File: config.mk
export PLATFORM = sky130hd
export DESIGN_NAME = trace_dump_unit
export DESIGN_NICKNAME = d
export VERILOG_FILES = /design/src/rtl/trace_dump_unit.sv
export SDC_FILE = /design/constraint.sdc
export NUM_CORES = 1
export LEC_CHECK = 0
export BUFFER_PORTS_ARGS = -buffer_cell sky130_fd_sc_hd__buf_2
export CORE_ASPECT_RATIO = 2
export CORE_UTILIZATION = 55
export CTS_CLUSTER_SIZE = 10
export DETAILED_ROUTE_END_ITERATION = 6
export PLACE_DENSITY_LB_ADDON = 0.15
export SLEW_MARGIN = 20
export SYNTH_ARGS = -nofsm -noshare
export SYNTH_HDL_FRONTEND = slang
export SYNTH_SLANG_ARGS = --single-unit
File: constraint.sdc
create_clock -name clk -period 6.98 [get_ports clk]
set_input_delay 1.396 -clock clk [delete_from_list [all_inputs] [get_ports clk]]
set_output_delay 1.396 -clock clk [all_outputs]
set_load 0.005 [all_outputs]
File: src/rtl/trace_dump_unit.sv
// trace_dump_unit: circular retirement-trace buffer with halt/pc trigger,
// post-trigger window and a registered valid/ready dump port.
module trace_dump_unit #(
    parameter int W_PC      = 16,
    parameter int W_OP      = 8,
    parameter int W_DATA    = 32,
    parameter int W_REG     = 4,
    parameter int DEPTH     = 16,
    parameter int POST_TRIG = 4,
    localparam int W_REC    = 2 + W_REG + W_OP + W_PC + W_DATA,
    localparam int W_PTR    = $clog2(DEPTH),
    localparam int W_CNT    = W_PTR + 1
) (
    input  logic              clk,
    input  logic              reset,
    input  logic              arm_i,
    input  logic [1:0]        trig_mode_i,
    input  logic [W_PC-1:0]   trig_pc_i,
    input  logic              valid_i,
    input  logic [W_PC-1:0]   pc_i,
    input  logic [W_OP-1:0]   opcode_i,
    input  logic [W_DATA-1:0] result_i,
    input  logic              wb_en_i,
    input  logic [W_REG-1:0]  wb_reg_i,
    input  logic              br_taken_i,
    input  logic              hlt_i,
    input  logic              dump_ready_i,
    output logic              dump_valid_o,
    output logic [W_REC-1:0]  dump_data_o,
    output logic              dump_last_o,
    output logic              busy_o,
    output logic              done_o,
    output logic              overflow_o,
    output logic [W_CNT-1:0]  count_o
);

    typedef enum logic [2:0] {IDLE, CAPTURE, POST, DUMP, DONE} state_t;

    localparam logic [W_CNT-1:0] FULL      = W_CNT'(DEPTH);
    localparam logic [W_CNT-1:0] POST_INIT = W_CNT'(POST_TRIG);
    localparam logic [W_CNT-1:0] ONE_C     = W_CNT'(1);
    localparam logic [W_PTR-1:0] ONE_P     = W_PTR'(1);

    state_t           state, state_nxt;
    logic [W_REC-1:0] mem [DEPTH];
    logic [W_PTR-1:0] wptr, wptr_nxt, rptr;
    logic [W_CNT-1:0] count, count_nxt, post_left, left;
    logic             overflow, dump_valid, dump_last;
    logic [W_REC-1:0] dump_data;
    logic             pc_hit, trig, wr, xfer, load, enter_dump;

    // Trigger qualification and per-cycle datapath strobes.
    always_comb begin
        pc_hit = valid_i && (pc_i == trig_pc_i);
        unique case (trig_mode_i)
            2'b01:   trig = pc_hit;
            2'b10:   trig = hlt_i || pc_hit;
            default: trig = hlt_i;
        endcase
        wr        = valid_i && (state == CAPTURE || state == POST);
        wptr_nxt  = wr ? wptr + ONE_P : wptr;
        count_nxt = (wr && count != FULL) ? count + ONE_C : count;
        xfer      = dump_valid && dump_ready_i;
        load      = (state == DUMP) && (!dump_valid || dump_ready_i)
                    && (left != '0);
    end

    // Next-state: arm, trigger, post window, dump completion.
    always_comb begin
        state_nxt = state;
        unique case (state)
            IDLE, DONE: if (arm_i) state_nxt = CAPTURE;
            CAPTURE:    if (trig) state_nxt = (POST_TRIG == 0) ? DUMP : POST;
            POST:       if (hlt_i || (valid_i && post_left == ONE_C))
                            state_nxt = DUMP;
            DUMP:       if ((xfer && dump_last) || (!dump_valid && left == '0))
                            state_nxt = DONE;
            default:    state_nxt = IDLE;
        endcase
    end

    assign enter_dump = (state != DUMP) && (state_nxt == DUMP);

    // State register.
    always_ff @(posedge clk) begin
        if (reset) state <= IDLE;
        else       state <= state_nxt;
    end

    // Trace storage; contents survive reset.
    always_ff @(posedge clk) begin
        if (wr) mem[wptr] <= {br_taken_i, wb_en_i, wb_reg_i,
                              opcode_i, pc_i, result_i};
    end

    // Pointers, occupancy, post window and registered dump output.
    always_ff @(posedge clk) begin
        if (reset) begin
            wptr       <= '0;
            rptr       <= '0;
            count      <= '0;
            overflow   <= 1'b0;
            post_left  <= '0;
            left       <= '0;
            dump_valid <= 1'b0;
            dump_last  <= 1'b0;
            dump_data  <= '0;
        end else begin
            if (arm_i && (state == IDLE || state == DONE)) begin
                wptr     <= '0;
                count    <= '0;
                overflow <= 1'b0;
            end else if (wr) begin
                wptr  <= wptr_nxt;
                count <= count_nxt;
                if (count == FULL) overflow <= 1'b1;
            end
            if (state == CAPTURE)
                post_left <= POST_INIT;
            else if (state == POST && wr)
                post_left <= post_left - ONE_C;
            if (enter_dump) begin
                rptr <= (count_nxt == FULL) ? wptr_nxt : '0;
                left <= count_nxt;
            end else if (load) begin
                dump_data  <= mem[rptr];
                dump_valid <= 1'b1;
                dump_last  <= (left == ONE_C);
                rptr       <= rptr + ONE_P;
                left       <= left - ONE_C;
            end else if (xfer) begin
                dump_valid <= 1'b0;
                dump_last  <= 1'b0;
            end
        end
    end

    assign dump_valid_o = dump_valid;
    assign dump_data_o  = dump_data;
    assign dump_last_o  = dump_last;
    assign busy_o       = (state == CAPTURE) || (state == POST) || (state == DUMP);
    assign done_o       = (state == DONE);
    assign overflow_o   = overflow;
    assign count_o      = count;

endmodule

==> reports/results.ini <==
[sta]
max_freq_mhz=270
rsz0062_at_grt=no
setup_tns_ns=0
setup_viol=0
drv_slew=0
setup_slack_ns=3.27
skew_ns=0.0335
finalCritPeriodShare=0.531
hold_viol=0
worst_slew_pin_slew_ns=1.13
relSlewSlack=0.245
period_minus_slack_ns=3.71

[critical_path]
critPathRequiredTime_ns=7.30
crit_start=valid_i
start_kind=primary input
arrival_ns=4.03
crit_fanout=38
endpoint_kind=flip-flop
reg2reg_from=state[0]
critPathKind=in2reg

[placement]
dp.cells=2915
gp_congestion=0.762
port_buffers=157
placed_area_mm2=0.0432
place_ws_ns=2.48
hpwlAfterDp_um=47900

[finish]
multi_input_area_mm2=0.00927
drive_above_1_share=0.292
fill_cells=5097
syn_to_final_growth_pct=12.8
mostFrequentLayoutCells=edfxtp_1, mux4_2, buf_2
fin_nets=2205
seq_area_mm2=0.0316
final_common_cell=edfxtp_1
fin_area_mm2=0.0466
fin_cells=3136

[global_routing]
track_usage=0.245
antenna_found_initial=9
grt_overflow=0
grt_pass1_vias=21100
grt_max_degree=136
grt_first_pass_wirelength_um=135000

[worst_hold_path]
hp-class=reg2reg
min_from=left[1]

[synthesis]
async_flop_share=0
synth_edf_count=992
yosys_warnings=0
synth_seq_cells=1083
syn_avg_cell_area_um2=21.6
synth_ff_type=edfxtp_1
synth_cell_types=59
syn-cell-area_mm2=0.0413
syn-num-nets=2010
synth_cells=1911
synth-seq-area-share=0.765

[floorplan]
die_area_mm2=0.0763
pin_count=158
std_cell_rows=141
core_mm2=0.0741
die_x_um=196
die_height_um=390
start_util=0.558

[detailed_routing]
routed-via-count=19800
drt_iter0_drc=1589
ant_nets=0
vias_per_cell=6.30
dr.pass1.iters=5
wl_um=90700
avgRoutedWirePerCell_um=28.9
drc_errors=0

[cts]
post_cts_buffers=0
cts_tree=done
cts.repair.resized=0
htree_levels=3
clk_pin_slew_ns=0.06
cts_root_buf=clkbuf_16
cts_sinks=1083
clk-insertion-delay-late_ns=0.71
cts_buffer_depth=3
hold_buffers=0
cts-buffers-inserted=118

[power_and_ir_drop]
p_leak_nw=14.5
peakVddDrop_v=0.000206
power.total_mw=13.1
power.density_mw_per_mm2=280

[job]
drv_cap=0

[outcome]
outcome=completed

-- routing by layer --
| layer | global-route usage | up-vias | wire, um | share of wire |
|---|---|---|---|---|
| li1 | - | 8470 | - | - |
| met1 | 0.306 | 10400 | 34200 | 0.38 |
| met2 | 0.433 | 697 | 48700 | 0.54 |
| met3 | 0.0465 | 150 | 5570 | 0.061 |
| met4 | 0.0724 | 12 | 2080 | 0.023 |
| met5 | 0 | - | 88 | 0.00097 |
-- worst max-delay path, stage by stage --
cell and delay, ns:
buf_2 0.17, nand2b_2 0.13, nor2_2 0.45, nand2_1 0.35
nor2_4 0.81, buf_4 0.67
-- sequential cells by signal, summed over array words and instances (netlist names) --
register and flops:
post_left 5, state 3, overflow_o 1, dump_last_o 1
left 5, count_o 5, rptr 4, dump_data_o 62
wptr 4, dump_valid_o 1, mem 992
-- worst paths after layout --
kind,slack (ns),depth (start not counted),to
max reg2reg,3.47,5,mem[5][52]
min reg2reg,0.48,2,left[1]
min,0.48,2,left[1]
max,3.27,6,mem[5][52]
-- Yosys cell counts, types with 2 or more instances --
library cell  instances  area, um2
o22ai_1              63        394
ha_1                 13        163
buf_2                27        135
a21o_1                2       15.0
nor2b_1               7       43.8
o41ai_1               3       26.3
mux4_2              248       5590
nand4_1               4       25.0
a21oi_1              19       95.1
nor4b_1               3       26.3
buf_4                 2       15.0
nor4_1                3       18.8
edfxtp_1            992      29800
buf_6                10        113
o211ai_1              3       22.5
a31oi_1               2       12.5
nor3_1               10       50.1
and2_1                2       12.5
nand3_1               5       25.0
mux2i_1               2       20.0
clkbuf_1             61        229
o21a_1                2       15.0
or2_2                 2       12.5
nor3_2                2       20.0
and3_1                2       12.5
nand3b_1              2       15.0
a22o_1               62        543
a41oi_1               2       17.5
a221oi_2             47        706
nand2_1              11       41.3
nor2_1               37        139
a221oi_1             15        131
dfxtp_1              91       1820
nand2b_1             72        450
xnor2_1              21        184
xor2_1                3       26.3
nor3b_1               4       30.0
inv_1                15       56.3
buf_1                14       52.6
o21ai_0               7       35.0
-- where the power goes --
group / switching, mW / total (mW) / internal, mW
Clock: 2.37 / 5.58 / 3.22
Combinational: 0.213 / 0.343 / 0.129
Sequential: 0.0163 / 7.13 / 7.11
-- kinds of logic after synthesis --
logic type	count (synthesis)	synth area share
flops	1083	0.765
mux	251	0.136
compound gates	236	0.0509
simple gates	174	0.0246
buf+inv	129	0.0145
xor+xnor	25	0.00548
fa+ha+maj	13	0.00394
-- stage by stage --
stage | utilization | hold WS, ns
final | 0.629 | 0.479
after global routing | 0.629 | 0.499
after CTS | 0.629 | 0.482
after detailed placement | 0.583 | 0.474
after global placement | 0.583 | 0.463
after floorplan | - | 0.449
-- cell type report --
type,instances,share of cell area
diodes,2,0.000107
repair buffers,189,0.0234
flip-flops and latches,1083,0.678
clock buffers,214,0.0715
clock inverters,5,0.00191
multi-input cells,699,0.199
inverters,15,0.00121
well taps,929,0.0249
(Power assumes the default switching activity.)
